`config.mk`:
```
export PLATFORM = sky130hd
export DESIGN_NAME = ysyx_23060201_mem_arbiter
export DESIGN_NICKNAME = d
export VERILOG_FILES = /design/src/rtl/ysyx_23060201_mem_pkg.sv /design/src/rtl/ysyx_23060201_rr_arb2.sv /design/src/rtl/ysyx_23060201_mem_arbiter.sv
export SDC_FILE = /design/constraint.sdc
export NUM_CORES = 1
export LEC_CHECK = 0
export BUFFER_PORTS_ARGS = -buffer_cell sky130_fd_sc_hd__clkbuf_2
export CORE_AREA = 3 3 110 112
export CTS_BUF_LIST = sky130_fd_sc_hd__clkbuf_8
export DETAILED_ROUTE_END_ITERATION = 12
export DIE_AREA = 0 0 113 115
export PLACE_DENSITY = 0.7
export SYNTH_ARGS = -nofsm -noshare
export SYNTH_HDL_FRONTEND = slang
export SYNTH_SLANG_ARGS = --single-unit
```
`constraint.sdc`:
```
create_clock -name clk -period 2.35 [get_ports clk]
set_input_delay 0.1175 -clock clk [delete_from_list [all_inputs] [get_ports clk]]
set_output_delay 0.1175 -clock clk [all_outputs]
set_load 0.05 [all_outputs]
```
`src/rtl/ysyx_23060201_mem_pkg.sv`:
```
// rtl/ysyx_23060201_mem_pkg.sv - shared encodings for the IFU/LSU memory arbiter
package ysyx_23060201_mem_pkg;

  // Arbiter FSM states
  localparam logic [1:0] ST_IDLE = 2'd0;
  localparam logic [1:0] ST_REQ  = 2'd1;
  localparam logic [1:0] ST_WAIT = 2'd2;

  // Transaction owner; also the bit index of that requester in the grant vector
  localparam logic OWN_IF = 1'b0;
  localparam logic OWN_LS = 1'b1;

  // Instruction fetches always read the full word
  localparam logic [7:0] IF_WMASK = 8'hFF;

endpackage

```
`src/rtl/ysyx_23060201_rr_arb2.sv`:
```
// rtl/ysyx_23060201_rr_arb2.sv - combinational 2-way round-robin picker
module ysyx_23060201_rr_arb2
  import ysyx_23060201_mem_pkg::*;
(
  input  logic [1:0] req_i,
  input  logic       last_grant_i,
  output logic [1:0] grant_o
);

  // A lone requester wins outright; on a tie the one not granted last time wins
  always_comb begin
    grant_o = req_i;
    if (req_i == 2'b11) begin
      grant_o = (last_grant_i == OWN_LS) ? 2'b01 : 2'b10;
    end
  end

endmodule

```
`src/rtl/ysyx_23060201_mem_arbiter.sv`:
```
// rtl/ysyx_23060201_mem_arbiter.sv - shares one memory port between IFU and LSU
module ysyx_23060201_mem_arbiter
  import ysyx_23060201_mem_pkg::*;
#(
  parameter int ADDR_WIDTH     = 32,
  parameter int DATA_WIDTH     = 32,
  parameter int TIMEOUT_CYCLES = 255
) (
  input  logic                  clk,
  input  logic                  rst_n,

  input  logic                  if_req_valid,
  output logic                  if_req_ready,
  input  logic [ADDR_WIDTH-1:0] if_addr,
  output logic                  if_resp_valid,
  output logic [DATA_WIDTH-1:0] if_rdata,
  output logic                  if_resp_err,

  input  logic                  ls_req_valid,
  output logic                  ls_req_ready,
  input  logic [ADDR_WIDTH-1:0] ls_addr,
  input  logic                  ls_wen,
  input  logic [DATA_WIDTH-1:0] ls_wdata,
  input  logic [7:0]            ls_wmask,
  output logic                  ls_resp_valid,
  output logic [DATA_WIDTH-1:0] ls_rdata,
  output logic                  ls_resp_err,

  output logic                  mem_req_valid,
  input  logic                  mem_req_ready,
  output logic [ADDR_WIDTH-1:0] mem_addr,
  output logic                  mem_wen,
  output logic [DATA_WIDTH-1:0] mem_wdata,
  output logic [7:0]            mem_wmask,
  input  logic                  mem_resp_valid,
  input  logic [DATA_WIDTH-1:0] mem_rdata
);

  localparam int               CNT_W    = $clog2(TIMEOUT_CYCLES + 1);
  localparam logic [CNT_W-1:0] CNT_LAST = CNT_W'(TIMEOUT_CYCLES - 1);

  logic [1:0]            state_q, state_d;
  logic                  owner_q, owner_d;
  logic                  last_grant_q, last_grant_d;
  logic [CNT_W-1:0]      cnt_q, cnt_d;
  logic [ADDR_WIDTH-1:0] addr_q, addr_d;
  logic                  wen_q, wen_d;
  logic [DATA_WIDTH-1:0] wdata_q, wdata_d;
  logic [7:0]            wmask_q, wmask_d;

  logic [1:0] grant;
  logic       in_idle, in_wait;
  logic       resp_hit, timeout_hit, resp_fire;

  ysyx_23060201_rr_arb2 u_rr_arb2 (
    .req_i        ({ls_req_valid, if_req_valid}),
    .last_grant_i (last_grant_q),
    .grant_o      (grant)
  );

  assign in_idle = (state_q == ST_IDLE);
  assign in_wait = (state_q == ST_WAIT);

  // A real response always beats a timeout that lands in the same cycle
  assign resp_hit    = in_wait && mem_resp_valid;
  assign timeout_hit = in_wait && !mem_resp_valid && (cnt_q == CNT_LAST);
  assign resp_fire   = resp_hit || timeout_hit;

  // Request side: only the picked requester sees ready, and only while idle
  always_comb begin
    if_req_ready = in_idle && grant[OWN_IF];
    ls_req_ready = in_idle && grant[OWN_LS];
  end

  // Response routing to the owner; rdata is zero unless a real response is passing through
  always_comb begin
    if_resp_valid = resp_fire && (owner_q == OWN_IF);
    ls_resp_valid = resp_fire && (owner_q == OWN_LS);
    if_resp_err   = timeout_hit && (owner_q == OWN_IF);
    ls_resp_err   = timeout_hit && (owner_q == OWN_LS);
    if_rdata      = (resp_hit && (owner_q == OWN_IF)) ? mem_rdata : '0;
    ls_rdata      = (resp_hit && (owner_q == OWN_LS)) ? mem_rdata : '0;
  end

  assign mem_req_valid = (state_q == ST_REQ);
  assign mem_addr      = addr_q;
  assign mem_wen       = wen_q;
  assign mem_wdata     = wdata_q;
  assign mem_wmask     = wmask_q;

  // Next-state: accept in IDLE, hand off in REQ, wait for response or timeout in WAIT
  always_comb begin
    state_d      = state_q;
    owner_d      = owner_q;
    last_grant_d = last_grant_q;
    cnt_d        = cnt_q;
    addr_d       = addr_q;
    wen_d        = wen_q;
    wdata_d      = wdata_q;
    wmask_d      = wmask_q;
    case (state_q)
      ST_IDLE: begin
        if (|grant) begin
          state_d = ST_REQ;
          if (grant[OWN_LS]) begin
            owner_d      = OWN_LS;
            last_grant_d = OWN_LS;
            addr_d       = ls_addr;
            wen_d        = ls_wen;
            wdata_d      = ls_wdata;
            wmask_d      = ls_wmask;
          end else begin
            owner_d      = OWN_IF;
            last_grant_d = OWN_IF;
            addr_d       = if_addr;
            wen_d        = 1'b0;
            wdata_d      = '0;
            wmask_d      = IF_WMASK;
          end
        end
      end
      ST_REQ: begin
        if (mem_req_ready) begin
          state_d = ST_WAIT;
          cnt_d   = '0;
        end
      end
      ST_WAIT: begin
        if (resp_fire) begin
          state_d = ST_IDLE;
        end else begin
          cnt_d = cnt_q + CNT_W'(1);
        end
      end
      default: state_d = ST_IDLE;
    endcase
  end

  // State and request registers; reset abandons any transaction in flight
  always_ff @(posedge clk or negedge rst_n) begin
    if (!rst_n) begin
      state_q      <= ST_IDLE;
      owner_q      <= OWN_IF;
      last_grant_q <= OWN_LS;
      cnt_q        <= '0;
      addr_q       <= '0;
      wen_q        <= 1'b0;
      wdata_q      <= '0;
      wmask_q      <= '0;
    end else begin
      state_q      <= state_d;
      owner_q      <= owner_d;
      last_grant_q <= last_grant_d;
      cnt_q        <= cnt_d;
      addr_q       <= addr_d;
      wen_q        <= wen_d;
      wdata_q      <= wdata_d;
      wmask_q      <= wmask_d;
    end
  end

endmodule

```
==> results.cfg, run 1 <==
[floorplan]
ioPinCount = 287
die_h_um = 115
coreArea_um2 = 11300
start_util = 0.352
num_rows = 39
die_w_um = 113
die_area_um2 = 13000

[sta]
setup_ws_ps = 223
max-slew-margin-rel = 0.310
drv_slew = 0
rsz0062_at_grt = false
setup_viol = 0
hold_viol = 0
hold_ws_ps = 29.6
skew_ps = 14.6
tns_ps = 0
fin_crit_sh = 0.905
min_period_ps = 2130
clock.fmax_mhz = 470
worst_slew_pin_slew_ps = 1030

[synthesis]
yosysWarnings = 0
yosysSeqAreaShare = 0.534
syn_inst = 379
synthArstFlopShare = 1.00
yosysTopAreaCell = dfrtp_1
syn_nets = 524
synth_top_cell_area_share = 0.527
synth_edf_count = 0
avgSynthCellArea_um2 = 10.5
synth_area_um2 = 3990
ys_ff_latch = 85
synthTopCellsByArea = dfrtp_1 53%, and2_1 10%, mux2i_1 8.3%
synth_ff_type = dfrtp_1
synth_cell_types = 35

[pwr]
p_seq_frac = 0.306
p_leak_nw = 3.42
swShare = 0.541
peakVddDrop_mv = 0.904
p_per_area_nw_per_um2 = 1310
p_sw_w = 0.00439
power_frac_clock = 0.128
p_comb_frac = 0.566
intPower_w = 0.00373

[grt]
grt_pass1_vias = 4110
grt_max_degree = 46
grtUsageTotal = 0.200
grt_pass1_wl_um = 20600
grt_overflow_total = 0
antenna_found_initial = 0

[critical_path]
worstPathRequired_ps = 2230
start_kind = flip-flop
reg2reg_depth = 4
crit_path_max_fanout = 19
arrival_ps = 2010
critPathKind = flip-flop to primary output
cp-end-kind = primary output

[place]
place_area_um2 = 5610
place_ws_ps = 492
gp_congestion = 0.796
port_buffers = 286
post-dp-hpwl_um = 10300

[cells_and_area]
nets = 847
utilization = 0.550
drive_gt1_frac = 0.448
area_growth_pct = 56.1
fin_area_um2 = 6220

[clocking]
h-tree-depth = 3
worstSkewPairLatency_ps = 360
clkSinkCount = 85
cts_buffers = 9
ctsLongestPathBuffers = 2
tritoncts = done
root_buffer = clkbuf_8
clk_pin_slew_ps = 90

[job]
cap_violations = 0

[routing]
firstDrtPassIters = 4
drt_iter0_markers = 147
wl_um = 13500
via_per_inst = 4.81
ant_nets = 0
route.vias.total = 4092
routedWlPerCell_um = 15.8
drc_errors = 0

[min_path]
hold_path.class = input pin to flip-flop
hold_depth = 2

[status]
status = finished clean
[cell type report]
type,count,area (um2)
Timing Repair Buffer,336,1940
Inverter,7,26.3
Multi-Input combinational cell,263,1750
Fill cell,1006,5100
Sequential cell,85,2130
Tap cell,143,179
Antenna cell,1,2.50
Clock buffer,9,124
Clock inverter,7,75.1
[critical path, stage by stage, from the launching register on]
cell	delay, ps
dfrtp_1	470
nor2_1	360
nand2_1	150
inv_2	320
clkbuf_2	360
[cells in the mapped netlist (all sizes together), types with 2 or more instances]
library cell	count
and2	65
ha	2
and3	3
nand2	46
dfrtp	84
o22a	8
inv	7
nor2	6
buf	11
a31oi	2
o21ai	37
a21oi	5
nand3	6
a22o	33
mux2i	33
or3	2
nand2b	2
clkbuf	13
[through the flow]
stage	power, W	std cells
2_1_floorplan	0.00580	379
3_3_place_gp	0.00697	793
6_report	0.00813	851
5_1_grt	0.00857	850
3_5_place_dp	0.00709	793
4_1_cts	0.00819	850
[sequential cells by signal, indices dropped and copies added (netlist names)]
name          flops
mem_addr         32
mem_wdata        32
cnt_q             8
mem_wmask         8
state_q           2
last_grant_q      1
mem_wen           1
owner_q           1
[per-layer routing]
layer,vias to the layer above,GRT usage,wire [um]
met1,1866,0.221,4910
met2,235,0.359,6980
li1,1952,-,-
met4,0,0.107,527
met5,-,0,0
met3,39,0.0442,1030
[power groups by stage]
stage               combinational (W)  sequential, W  clock (W)
CTS                           0.00464        0.00248    0.00107
global route                  0.00487        0.00256    0.00113
detailed placement            0.00460        0.00248          0
finish                        0.00460        0.00249    0.00104
global placement              0.00449        0.00248          0
floorplan                     0.00149        0.00431          0
[placed cells by master (no fill, tap or decap), types with 2 or more instances in the layout]
cell type and n:
a21oi_1 5, a31oi_1 2, and3_1 3, clkbuf_8 9
and2_1 65, inv_1 7, a22o_1 33, buf_12 2
ha_1 2, clkbuf_2 285, o21ai_0 35, o22a_1 8
nand2_1 46, clkinvlp_4 2, mux2i_1 33, nand3_1 6
nor2_1 6, dlygate4sd3_1 41, clkinv_4 2, dfrtp_1 84
nand2b_1 2, buf_4 8, or3_1 2
[what timing repair did]
action,4_1_cts,5_1_grt
buffers inserted,0,0
resized for setup,0,0
hold endpoints to repair,82,0
hold buffers,41,0
[cell families after synthesis]
group / synth area share
flip-flops: 0.534
buffers and inverters: 0.0327
multiplexers: 0.0829
AND/OR/NAND/NOR: 0.183
adder cells (fa/ha/maj): 0.00628
AO/OA/AOI/OAI: 0.159
XOR/XNOR: 0.00220
[final timing paths]
kind | slack [ps] | startpoint | endpoint
min reg2reg | 490 | mem_addr[30] | mem_addr[30]
max | 220 | state_q[0] | ls_req_ready
max reg2reg | 530 | state_q[0] | mem_addr[31]
max in group asynchronous | 1410 | rst_n | mem_addr[13]
min in group asynchronous | 300 | rst_n | mem_wdata[11]
min | 30 | ls_wmask[3] | mem_wmask[3]
Power figures use the tool's default switching activity.
==> run 2, diff against run 1 <==
==> constraint.sdc (replaced) <==
create_clock -name clk -period 2.35 [get_ports clk]
set_input_delay 0.3525 -clock clk [delete_from_list [all_inputs] [get_ports clk]]
set_output_delay 0.3525 -clock clk [all_outputs]
set_load 0.05 [all_outputs]
==> run 2 against run 1 <==
  * Combinational power is essentially flat
  * Register-to-register slack lost 80 ps
  * First-iteration DRC count shrank 29%
  * Highest routed layer unchanged
==> results.cfg, run 2 (synthesis gave the netlist of run 1 again) <==
[critical_path]
arrival_ps = 1870
slowest_stage = dfrtp_1
crit_buf_inv = 2
worstPathRequired_ps = 2000
path_cells = nor2b_1, and3_2, buf_6, and2_1, clkbuf_2
critPathKind = flip-flop to primary output
cp-end-kind = primary output
crit_path_max_fanout = 27
start_kind = flip-flop
path_delay_family = simple AND/OR/NAND/NOR gates
cp_slowest_stage_delay_ps = 470

[grt]
antenna_found_initial = 0
grtUsageTotal = 0.183
grt_pass1_vias = 3744
grt_pass1_wl_um = 18800
grt_max_degree = 72
grt_overflow_total = 0

[sta]
drv_slew = 0
clock.fmax_mhz = 451
tns_ps = 0
fin_crit_sh = 0.944
hold_viol = 0
skew_ps = 8.08
rsz0062_at_grt = false
max-slew-margin-rel = 0.422
setup_viol = 0
worst_slew_pin_slew_ps = 864
min_period_ps = 2220

[cells_and_area]
num_antenna_cells = 0
nets = 806
final_cell_mix = 227 x clkbuf_2, 84 x dfrtp_1, 65 x and2_1
final_common_cell = clkbuf_2
drive_gt1_frac = 0.480
fillerInstances = 1068
area_growth_pct = 50.8

[routing]
routedWlPerCell_um = 15.2
route.vias.total = 3863
drt_iter0_markers = 105
drc_errors = 0
wl_um = 12300
ant_nets = 0
firstDrtPassIters = 4
via_per_inst = 4.78

[clocking]
cts_buffers = 9
ctsLongestPathBuffers = 2
clk_pin_slew_ps = 90
root_buffer = clkbuf_8
h-tree-depth = 3
clkSinkCount = 85
worstSkewPairLatency_ps = 360
tritoncts = done

[floorplan]
die_area_um2 = 13000
die_h_um = 115
start_util = 0.352
die_w_um = 113
coreArea_um2 = 11300
ioPinCount = 287
num_rows = 39

[pwr]
total_power_w = 0.00803
p_per_area_nw_per_um2 = 1340
p_leak_nw = 3.32
peakVddDrop_mv = 1.03

[job]
cap_violations = 0

[place]
gp_congestion = 0.826
port_buffers = 286
post-dp-hpwl_um = 10000

[status]
status = finished clean

[min_path]
hold_path.class = input pin to flip-flop
-- run 2: cell count changes in the layout (fill, tap and decap cells not counted), sizes merged --
cell	delta
dlygate4sd3	-40
clkinv	-1
buf	+46
bufinv	-1
inv	+1
diode	-1
clkbuf	-46
-- run 2: cell type report --
cell class | count | area (um2) | area share
clock buffer | 10 | 138 | 0.0229
clock inverter | 6 | 55.1 | 0.00916
inverter | 7 | 26.3 | 0.00437
multi-input combinational | 263 | 1760 | 0.292
sequential | 85 | 2130 | 0.354
tap | 143 | 179 | 0.0298
timing repair buffer | 295 | 1730 | 0.287
-- run 2: metrics by stage --
step                      cell area, um2  std cells  hold slack [ps]  setup WS [ps]   util
after floorplan                     3990        379             56.9            221      -
after detailed placement            5760        791              376            371  0.509
after global placement              5760        791              364            434  0.509
after CTS                           5970        808              187           2.83  0.527
after global routing                6010        809              180           2.92  0.531
final                               6010        809              207            132  0.531
-- run 2: routing by layer --
layer | wire length (um) | GRT usage | vias to the layer above
met5 | 0 | 0 | -
met4 | 233 | 0.0697 | 0
met3 | 1020 | 0.0437 | 18
met2 | 6360 | 0.323 | 205
met1 | 4720 | 0.216 | 1765
li1 | - | - | 1875
-- run 2: timing repair --
action | in CTS | in global routing
cloned | 0 | 0
gates resized for setup | 3 | 58
setup buffers | 0 | 1
endpoints found under the hold margin | 41 | 0
hold buffers | 1 | 0
endpoints found under the setup margin | 3 | 53
-- run 2: path summary, 6_finish.rpt --
kind	start	to	slack [ps]	cells past startpoint
hold / removal	ls_wen	mem_wen	210	2
max in group asynchronous	rst_n	cnt_q[7]	1180	3
hold reg to reg	mem_addr[11]	mem_addr[11]	480	2
min in group asynchronous	rst_n	mem_wdata[13]	520	2
setup reg to reg	state_q[0]	mem_wdata[21]	450	4
setup / recovery	state_q[0]	ls_rdata[14]	130	5
-- run 2: power by group --
| group | switching [W] | leakage [nW] | internal (W) | total, W |
|---|---|---|---|---|
| combinational | 0.00341 | 2.17 | 0.00117 | 0.00458 |
| clock | 0.000556 | 0.0929 | 0.000433 | 0.000989 |
| sequential | 0.000392 | 1.06 | 0.00207 | 0.00246 |
-- run 2: worst reg2reg max path, delay by kind of cell (launching register included) --
kind                   cells  cell delay (ps)
AO/OA/AOI/OAI              2              580
buffers and inverters      1              320
flip-flops                 1              470
AND/OR/NAND/NOR            1              440
